**src/rtl/rgmii_rx_decoder_pkg.sv**
```systemverilog
// Shared definitions for the RGMII receive decoder and its transmit-side sibling.
// Contents:
//   rx_state_t      frame-recovery FSM states
//   PREAMBLE, SFD   Ethernet preamble and start-of-frame-delimiter octets
//   SPEED_*         in-band link speed codes
//   link_status_t   decoded in-band status nibble
//   decode_status   nibble -> link_status_t
package rgmii_rx_decoder_pkg;

  typedef enum logic [2:0] {
    ST_SYNC = 3'd0,  // waiting for a gap so a frame already in progress is not picked up
    ST_IDLE = 3'd1,  // inter-frame gap, looking for preamble or SFD
    ST_PRE  = 3'd2,  // inside the preamble
    ST_PAY  = 3'd3,  // emitting payload + FCS bytes
    ST_DROP = 3'd4   // discarding the remainder of a frame until the gap
  } rx_state_t;

  localparam logic [7:0] PREAMBLE = 8'h55;
  localparam logic [7:0] SFD      = 8'hD5;

  localparam logic [1:0] SPEED_10M  = 2'b00;
  localparam logic [1:0] SPEED_100M = 2'b01;
  localparam logic [1:0] SPEED_1G   = 2'b10;

  typedef struct packed {
    logic       duplex;
    logic [1:0] speed;
    logic       up;
  } link_status_t;

  // In-band status nibble layout: [3]=duplex, [2:1]=speed, [0]=link up.
  function automatic link_status_t decode_status(input logic [3:0] nib);
    link_status_t st;
    st.up     = nib[0];
    st.speed  = nib[2:1];
    st.duplex = nib[3];
    return st;
  endfunction

endpackage

```
**src/rtl/rgmii_rx_decoder_sat_counter.sv**
```systemverilog
// Saturating event counter: counts inc pulses and sticks at all-ones.
// Ports:
//   clock  in   1      counter clock
//   reset  in   1      asynchronous, active-high, clears the count
//   inc    in   1      add one this cycle (ignored once saturated)
//   count  out  WIDTH  current count
module sat_counter #(
  parameter int WIDTH = 32
) (
  input  logic             clock,
  input  logic             reset,
  input  logic             inc,
  output logic [WIDTH-1:0] count
);

  always_ff @(posedge clock or posedge reset) begin
    if (reset) begin
      count <= '0;
    end else if (inc && (count != '1)) begin
      count <= count + WIDTH'(1);
    end
  end

endmodule

```
**src/rtl/rgmii_rx_decoder.sv**
```systemverilog
// RGMII receive decoder. Rebuilds bytes from the DDR capture stage, strips
// preamble/SFD, emits payload+FCS as a stream with last/bad flags, decodes
// in-band link status from the inter-frame gap and counts good/bad frames.
// Ports:
//   clock        in   1          RGMII rx clock (same as capture stage)
//   reset        in   1          asynchronous, active-high
//   rx_q1        in   5          rising-edge half  {RX_DV,  rxd = byte[3:0]}
//   rx_q2        in   5          falling-edge half {DV^ER,  rxd = byte[7:4]}
//   m_tdata      out  8          payload byte
//   m_tvalid     out  1          byte valid, no backpressure
//   m_tlast      out  1          last byte of frame
//   m_tuser      out  1          frame bad, qualified by m_tlast
//   link_up      out  1          in-band status bit 0
//   link_speed   out  2          in-band status bits [2:1]
//   link_duplex  out  1          in-band status bit 3
//   frame_count  out  CNT_WIDTH  good frames, saturating
//   error_count  out  CNT_WIDTH  bad/aborted/dropped frames, saturating
import rgmii_rx_decoder_pkg::*;

module rgmii_rx_decoder #(
  parameter int MIN_FRAME_LEN = 64,
  parameter int MAX_FRAME_LEN = 1518,
  parameter int CNT_WIDTH     = 32
) (
  input  logic                 clock,
  input  logic                 reset,
  input  logic [4:0]           rx_q1,
  input  logic [4:0]           rx_q2,
  output logic [7:0]           m_tdata,
  output logic                 m_tvalid,
  output logic                 m_tlast,
  output logic                 m_tuser,
  output logic                 link_up,
  output logic [1:0]           link_speed,
  output logic                 link_duplex,
  output logic [CNT_WIDTH-1:0] frame_count,
  output logic [CNT_WIDTH-1:0] error_count
);

  // Frame lengths are tracked in 16 bits; MAX_FRAME_LEN must stay below 65536.
  localparam int LEN_W = 16;

  // Raw per-cycle decode of the capture stage.
  logic [7:0] in_byte;
  logic       in_dv;
  logic       in_er;

  assign in_byte = {rx_q2[3:0], rx_q1[3:0]};
  assign in_dv   = rx_q1[4];
  assign in_er   = rx_q1[4] ^ rx_q2[4];

  // Stage s1: the byte the FSM is deciding about this cycle.
  logic [7:0] s1_byte_reg;
  logic       s1_dv_reg;
  logic       s1_er_reg;
  // Cleared by reset so the reset value of s1 is never mistaken for a real
  // gap byte; otherwise SYNC could leave on a fake dv=0 while a frame runs.
  logic       s1_valid_reg;

  rx_state_t        state_reg;
  logic [LEN_W-1:0] len_reg;
  logic             bad_reg;
  logic             frame_inc_reg;
  logic             error_inc_reg;

  // Per-beat decisions for the s1 byte when it is a payload byte. The byte
  // now at the inputs is the one that follows it, so its dv decides tlast.
  logic [LEN_W-1:0] len_next;
  logic             at_max;
  logic             beat_last;
  logic             beat_bad;

  assign len_next  = len_reg + LEN_W'(1);
  assign at_max    = (len_next == LEN_W'(MAX_FRAME_LEN));
  assign beat_last = !in_dv || at_max;
  assign beat_bad  = bad_reg || s1_er_reg
                  || (len_next < LEN_W'(MIN_FRAME_LEN))
                  || (at_max && in_dv);

  // A gap byte carries link status only when it is clean (no carrier event)
  // and both nibbles agree, which filters out glitches on a single edge.
  logic         status_ok;
  link_status_t s1_status;

  assign status_ok = s1_valid_reg && !s1_dv_reg && !s1_er_reg
                  && (s1_byte_reg[7:4] == s1_byte_reg[3:0]);
  assign s1_status = decode_status(s1_byte_reg[3:0]);

  always_ff @(posedge clock or posedge reset) begin
    if (reset) begin
      s1_byte_reg   <= '0;
      s1_dv_reg     <= 1'b0;
      s1_er_reg     <= 1'b0;
      s1_valid_reg  <= 1'b0;
      state_reg     <= ST_SYNC;
      len_reg       <= '0;
      bad_reg       <= 1'b0;
      frame_inc_reg <= 1'b0;
      error_inc_reg <= 1'b0;
      m_tdata       <= '0;
      m_tvalid      <= 1'b0;
      m_tlast       <= 1'b0;
      m_tuser       <= 1'b0;
      link_up       <= 1'b0;
      link_speed    <= '0;
      link_duplex   <= 1'b0;
    end else begin
      s1_byte_reg  <= in_byte;
      s1_dv_reg    <= in_dv;
      s1_er_reg    <= in_er;
      s1_valid_reg <= 1'b1;

      m_tdata       <= '0;
      m_tvalid      <= 1'b0;
      m_tlast       <= 1'b0;
      m_tuser       <= 1'b0;
      frame_inc_reg <= 1'b0;
      error_inc_reg <= 1'b0;

      if (status_ok) begin
        link_up     <= s1_status.up;
        link_speed  <= s1_status.speed;
        link_duplex <= s1_status.duplex;
      end

      case (state_reg)
        ST_SYNC: begin
          if (s1_valid_reg && !s1_dv_reg) begin
            state_reg <= ST_IDLE;
          end
        end

        ST_IDLE: begin
          if (s1_dv_reg) begin
            len_reg <= '0;
            bad_reg <= s1_er_reg;
            if (s1_byte_reg == PREAMBLE) begin
              state_reg <= ST_PRE;
            end else if (s1_byte_reg == SFD) begin
              state_reg <= ST_PAY;
            end else begin
              state_reg <= ST_DROP;
            end
          end
        end

        ST_PRE: begin
          if (!s1_dv_reg) begin
            // Carrier ended before any SFD.
            error_inc_reg <= 1'b1;
            state_reg     <= ST_IDLE;
          end else begin
            bad_reg <= bad_reg | s1_er_reg;
            if (s1_byte_reg == SFD) begin
              state_reg <= ST_PAY;
            end else if (s1_byte_reg != PREAMBLE) begin
              state_reg <= ST_DROP;
            end
          end
        end

        ST_PAY: begin
          if (!s1_dv_reg) begin
            // Only reachable straight after the SFD: a zero-byte frame.
            error_inc_reg <= 1'b1;
            state_reg     <= ST_IDLE;
          end else begin
            m_tvalid <= 1'b1;
            m_tdata  <= s1_byte_reg;
            len_reg  <= len_next;
            bad_reg  <= bad_reg | s1_er_reg;
            if (beat_last) begin
              m_tlast       <= 1'b1;
              m_tuser       <= beat_bad;
              frame_inc_reg <= !beat_bad;
              error_inc_reg <= beat_bad;
              // Carrier still up means the frame was cut at MAX_FRAME_LEN.
              state_reg     <= in_dv ? ST_DROP : ST_IDLE;
            end
          end
        end

        ST_DROP: begin
          if (!s1_dv_reg) begin
            error_inc_reg <= 1'b1;
            state_reg     <= ST_IDLE;
          end
        end

        default: begin
          state_reg <= ST_SYNC;
        end
      endcase
    end
  end

  sat_counter #(
    .WIDTH (CNT_WIDTH)
  ) u_frame_counter (
    .clock (clock),
    .reset (reset),
    .inc   (frame_inc_reg),
    .count (frame_count)
  );

  sat_counter #(
    .WIDTH (CNT_WIDTH)
  ) u_error_counter (
    .clock (clock),
    .reset (reset),
    .inc   (error_inc_reg),
    .count (error_count)
  );

endmodule

```
**config.mk**
```make
export PLATFORM = sky130hd
export DESIGN_NAME = rgmii_rx_decoder
export DESIGN_NICKNAME = d
export VERILOG_FILES = /design/src/rtl/rgmii_rx_decoder_pkg.sv /design/src/rtl/rgmii_rx_decoder_sat_counter.sv /design/src/rtl/rgmii_rx_decoder.sv
export SDC_FILE = /design/constraint.sdc
export NUM_CORES = 1
export LEC_CHECK = 0
export ABC_AREA = 1
export CORE_ASPECT_RATIO = 1.75
export CORE_MARGIN = 3
export CORE_UTILIZATION = 35
export CTS_CLUSTER_SIZE = 40
export DETAILED_ROUTE_END_ITERATION = 16
export PLACE_DENSITY = 0.61
export REMOVE_ABC_BUFFERS = 1
export SYNTH_ARGS = -nofsm -noshare
export SYNTH_HDL_FRONTEND = slang
export SYNTH_SLANG_ARGS = --single-unit
```
**constraint.sdc**
```tcl
create_clock -name clock -period 3.7 [get_ports clock]
set_clock_uncertainty 0.05 [all_clocks]
set_input_delay 0.74 -clock clock [delete_from_list [all_inputs] [get_ports clock]]
set_output_delay 0.74 -clock clock [all_outputs]
set_load 0.02 [all_outputs]
```
==> results of run 1 <==
-- report_power, final --
| group | internal (uW) | switching [uW] |
|---|---|---|
| combinational | 122 | 216 |
| clock | 487 | 516 |
| sequential | 1270 | 56.3 |
-- layer usage --
metal  up-vias  part of all wire, %  routed length [um]
li1       2552                    -                   -
met1      2389                   40                5850
met2        87                   55                8080
met3        18                  3.2                 467
met4         0                  2.2                 324
met5         -                    0                   0
-- through the flow --
step	instance area [um2]	util (%)	power, uW
after CTS	7390	44.8	2710
final	7390	44.8	2670
after global placement	7090	42.9	1700
after detailed placement	7090	42.9	1700
after floorplan	5880	-	1560
after global routing	7390	44.8	2800
-- cells by family (layout without fill, tap and decap cells) --
kind of cell    after synthesis  count (layout)  synth area share [%]
flops                       112             112                  47.1
other cells                   1               1                0.0630
simple gates                425             425                  32.5
compound gates               40              40                  3.93
fa+ha+maj                     4               4                 0.841
xor+xnor                     63              63                  9.27
buf+inv                      90             190                  6.37
-- area by class of cell --
type	count	area [um2]
inverters	81	309
well taps	224	280
fillers	1658	9130
multi-input cells	533	2770
flip-flops and latches	112	2800
clock inverters	7	81.3
repair buffers	93	923
clock buffers	9	225
-- worst paths after layout --
path	from	end	slack [ns]
min in group asynchronous	reset	link_duplex	0.75
setup / recovery	u_frame_counter.count[0]	u_frame_counter.count[27]	1.05
setup reg to reg	u_frame_counter.count[0]	u_frame_counter.count[27]	1.05
hold reg to reg	u_frame_counter.count[3]	u_frame_counter.count[3]	0.45
hold / removal	u_frame_counter.count[3]	u_frame_counter.count[3]	0.45
max in group asynchronous	reset	u_frame_counter.count[27]	2.04
-- critical path, delay by kind of cell, from the launching register on --
kind,cells,cell delay (ns)
fa+ha+maj,1,0.24
flops,1,0.44
simple gates,10,1.24
buf+inv,2,0.57
-- placed cells by master, fill, tap and decap left out, types with 2 or more instances in the layout --
cell,instances
clkbuf_16,9
nor3_1,27
inv_8,2
o21ai_1,4
nor2_2,5
nor3_2,2
dfrtp_1,112
nand4_1,31
nand3_2,4
o22ai_1,12
clkinv_4,2
nor3_4,2
nor4_1,4
nor2_4,7
ha_1,4
clkdlybuf4s50_1,90
buf_4,3
inv_2,4
inv_4,2
nand2_2,7
xor2_1,41
xnor2_1,22
nand3_1,33
nand2_1,209
o211ai_1,2
inv_1,75
o21ai_0,17
nand3b_1,2
nor2_1,88
==> impl_metrics.py, run 1 <==
metrics = {
    "outcome": {
        "status": "completed",
    },
    "global_route": {
        "antenna_found_initial": 0,
        "grt_start_max_net_pins": 50,
        "grt_pass1_vias": 5073,
        "use_met2_pct": 31.0,
        "met3_usage_pct": 2.46,
        "top_usage_layer": "met2",
        "grt_overflow": 0,
        "grtUsageTotal_pct": 16.1,
        "grt_first_pass_wirelength_mm": 24.5,
        "grtUsageMet1_pct": 17.8,
    },
    "layout": {
        "nets": 846,
        "drive_gt1_share_pct": 6.71,
        "synthToLayoutAreaGrowth_pct": 24.2,
        "num_antenna_cells": 0,
        "final_cells": 1059,
    },
    "yosys": {
        "synth_top_area_share_pct": 47.1,
        "yosys_warnings": 0,
        "synth_edf_count": 0,
        "synth.most_common_cell": "nand2_1",
        "ys.flop_type": "dfrtp_1",
        "yosys-top-cells-count": "209 x nand2_1, 112 x dfrtp_1, 88 x nor2_1, 76 x inv_1, 41 x xor2_1",
        "ys_ff_latch": 112,
        "syn_inst": 735,
        "synth_top_cells_by_area": "dfrtp_1 47%, nand2_1 13%, xor2_1 6.0%",
        "synth.distinct_cells": 38,
        "synth_seq_area_share_pct": 47.1,
        "async_flop_share_pct": 100,
        "yosysTopAreaCell": "dfrtp_1",
        "avgSynthCellArea_um2": 8.10,
        "synth_area_mm2": 0.00595,
    },
    "floorplan": {
        "initial_core_util_pct": 36.0,
        "die_y_um": 179,
        "fp.dieW_um": 105,
        "fp-row-count": 62,
        "die_area_mm2": 0.0187,
        "core_mm2": 0.0165,
        "pin_count": 91,
    },
    "timing": {
        "slew_violations": 0,
        "slew_headroom_pct": 45.3,
        "finalSetupTns_ns": 0,
        "rsz0062_at_grt": "no",
        "fin_ws_ns": 1.05,
        "tightest_slew_ns": 0.820,
        "period_minus_slack_ns": 2.65,
        "hold_viol_final": 0,
        "worst_hold_slack_ns": 0.453,
        "max_freq_mhz": 378,
        "finalCritPeriodShare_pct": 71.6,
        "setup_viol": 0,
    },
    "clock_network": {
        "insertion_delay_ns": 0.36,
        "clockBufferDepth": 2,
        "cts_setup_buffers": 0,
        "h-tree-depth": 3,
        "cts_made_buffers": 9,
        "ctsHoldBuffers": 0,
        "clockRootBuffer": "clkbuf_16",
        "cts_tree": "done",
        "clk_pin_slew_ns": 0.08,
        "cts-resized-gates": 0,
        "clock_sinks": 112,
    },
    "critical_path": {
        "critPathSlowestCell": "inv_1",
        "crit_type": "register to register",
        "cp.arrival_ns": 2.85,
        "slowest_delay_ns": 0.50,
        "worst-r2r-cell-count": 13,
        "endpoint_kind": "register",
        "crit_chain": "ha_1, inv_1, nor2_1, nand2_1, nor2_1, nand2_1, nand2_1, inv_1, nand3_1, nor2_2, nand2_1, nand2_1, nand2_1",
        "critical_path_required_ns": 3.90,
        "cp-start-kind": "register",
        "crit_path_frequent_cell": "nand2_1",
        "crit_fanout": 20,
    },
    "placed_design": {
        "dp_worst_setup_slack_ns": 1.08,
        "dp.cells": 1043,
        "port_buffers": 90,
        "gp_congestion": 0.857,
        "dp_hpwl_mm": 11.4,
    },
    "routing": {
        "drtPass1Iterations": 4,
        "drc_errors": 0,
        "ant_nets": 0,
        "drt_iter0_drc": 146,
        "wl_per_cell_um": 13.9,
        "wirelength_mm": 14.7,
        "viasPerCell": 4.76,
        "num_vias": 5046,
    },
    "power_and_ir_drop": {
        "irDropWorstVdd_mv": 0.217,
        "pwr_density_cell_mw_per_mm2": 361,
        "p_leak_uw": 0.00329,
    },
    "min_path": {
        "min_path_cells": 1,
        "min_path_type": "register to register",
    },
    "job": {
        "drv_cap": 0,
    },
}
(Power assumes the default switching activity.)
==> run 2: changes to the inputs <==
clock period = 2.3 ns   (was 3.7 ns; I/O delays follow)
==> run 2 against run 1 <==
Flip-flop and latch count is the same; wire length shrank 1.0%; combinational power increased by 63%; register-to-register slack lost 0.80 ns; global-route usage rose by 0.067 points; total power increased by 60%; non-clock buffer count grew 7; first-iteration DRC count grew 69%; clock power is 59% higher.
==> impl_metrics.py, run 2 (synthesized netlist as in run 1, its figures left out) <==
metrics = {
    "layout": {
        "num_antenna_cells": 0,
        "synthToLayoutAreaGrowth_pct": 25.7,
        "n_fill_cell": 1641,
        "nets": 853,
        "most-common-layout-cells": "209 x nand2_1, 112 x dfrtp_1, 90 x clkdlybuf4s50_1, 88 x nor2_1, 75 x inv_1",
        "final_common_cell": "nand2_1",
        "drive_gt1_share_pct": 7.48,
    },
    "global_route": {
        "grtUsageTotal_pct": 16.2,
        "grt_pass1_vias": 5182,
        "grt_first_pass_wirelength_mm": 24.5,
        "antenna_found_initial": 0,
        "grt_overflow": 0,
        "grt_start_max_net_pins": 31,
    },
    "clock_network": {
        "clockBufferDepth": 2,
        "clock_sinks": 112,
        "cts-resized-gates": 0,
        "cts_tree": "done",
        "clockRootBuffer": "clkbuf_16",
        "clk_pin_slew_ns": 0.08,
        "ctsHoldBuffers": 0,
        "cts_made_buffers": 9,
        "h-tree-depth": 3,
        "insertion_delay_ns": 0.36,
        "cts_setup_buffers": 0,
    },
    "floorplan": {
        "die_y_um": 179,
        "initial_core_util_pct": 36.0,
        "core_mm2": 0.0165,
        "fp.dieW_um": 105,
        "die_area_mm2": 0.0187,
        "fp-row-count": 62,
        "pin_count": 91,
    },
    "critical_path": {
        "crit_chain": "clkdlybuf4s50_1",
        "worstReg2RegEnd": "u_frame_counter.count[10]",
        "crit_family": "buffers and inverters",
        "endpoint_kind": "primary output",
        "r2r-start": "u_frame_counter.count[0]",
        "crit_type": "register to primary output",
        "cp.arrival_ns": 1.53,
        "critPathSlowestCell": "clkdlybuf4s50_1",
        "critical_path_required_ns": 1.79,
        "reg2reg_setup_slack_ns": 0.26,
        "cp-start-kind": "register",
        "cp_num_buf_inv": 1,
        "slowest_delay_ns": 0.69,
        "crit_fanout": 8,
        "worst-r2r-cell-count": 11,
        "cp_num_cells": 1,
    },
    "routing": {
        "drtPass1Iterations": 4,
        "drt_iter0_drc": 247,
        "num_vias": 5131,
        "ant_nets": 0,
        "viasPerCell": 4.81,
        "wirelength_mm": 14.6,
        "drc_errors": 0,
        "wl_per_cell_um": 13.7,
    },
    "power_and_ir_drop": {
        "pwr_density_cell_mw_per_mm2": 573,
        "p_leak_uw": 0.00334,
        "irDropWorstVdd_mv": 0.351,
        "power.total_uw": 4280,
    },
    "timing": {
        "max_freq_mhz": 489,
        "slew_violations": 0,
        "hold_viol_final": 0,
        "finalCritPeriodShare_pct": 88.9,
        "fin_ws_ns": 0.256,
        "rsz0062_at_grt": "no",
        "tightest_slew_ns": 0.571,
        "setup_viol": 0,
        "period_minus_slack_ns": 2.04,
        "slew_headroom_pct": 61.9,
    },
    "job": {
        "drv_cap": 0,
    },
    "placed_design": {
        "dp_worst_setup_slack_ns": 0.260,
        "gp_congestion": 0.865,
        "dp_hpwl_mm": 11.4,
        "port_buffers": 90,
    },
    "min_path": {
        "min_path_type": "primary input to async pin",
    },
    "outcome": {
        "status": "completed",
    },
}
==> run 2: worst max-delay path by stage <==
stage	startpoint	to	slack (ns)
after floorplan	reset	bad_reg	-1.17
after global placement	u_frame_counter.count[0]	u_frame_counter.count[10]	0.28
after detailed placement	u_frame_counter.count[0]	u_frame_counter.count[10]	0.26
after CTS	u_frame_counter.count[0]	u_frame_counter.count[10]	0.24
after global routing	u_frame_counter.count[0]	u_frame_counter.count[10]	0.03
final	u_error_counter.count[5]	error_count[5]	0.26
==> run 2: layer usage <==
layer  GRT usage, %  vias to the layer above  routed length, um
met5              0                        -                  0
met4           7.50                        0                415
met3           2.25                       32                498
met2           31.3                      121               8110
met1           17.2                     2413               5550
li1               -                     2565                  -
==> run 2: report_power, final <==
group	leakage [uW]	internal, uW	switching (uW)
sequential	0.00153	2050	88.0
combinational	0.00167	205	347
clock	0.000149	782	812
==> run 2: final cells by class <==
cell class	instances	area (um2)	share of cell area, %
well taps	224	280	3.75
clock inverters	7	78.8	1.05
multi-input cells	533	2770	37.1
flip-flops and latches	112	2800	37.5
inverters	81	309	4.13
repair buffers	100	1010	13.5
clock buffers	9	225	3.01
==> run 2: metrics by stage <==
step / hold WS (ns) / cell area, um2 / util [%] / instances / setup TNS (ns)
after floorplan: 0.419 / 5880 / - / 726 / -130.97
after global placement: 0.431 / 7180 / 43.4 / 1050 / 0
after detailed placement: 0.427 / 7180 / 43.4 / 1050 / 0
after CTS: 0.390 / 7480 / 45.3 / 1066 / 0
after global routing: 0.404 / 7480 / 45.3 / 1066 / 0
final: 0.388 / 7480 / 45.3 / 1066 / 0
==> run 3: changes to the inputs <==
CTS_CLUSTER_SIZE = 12   (was 40)
==> results of run 3 <==
No change in the layout: final DEF, timing and power equal those of run 2.
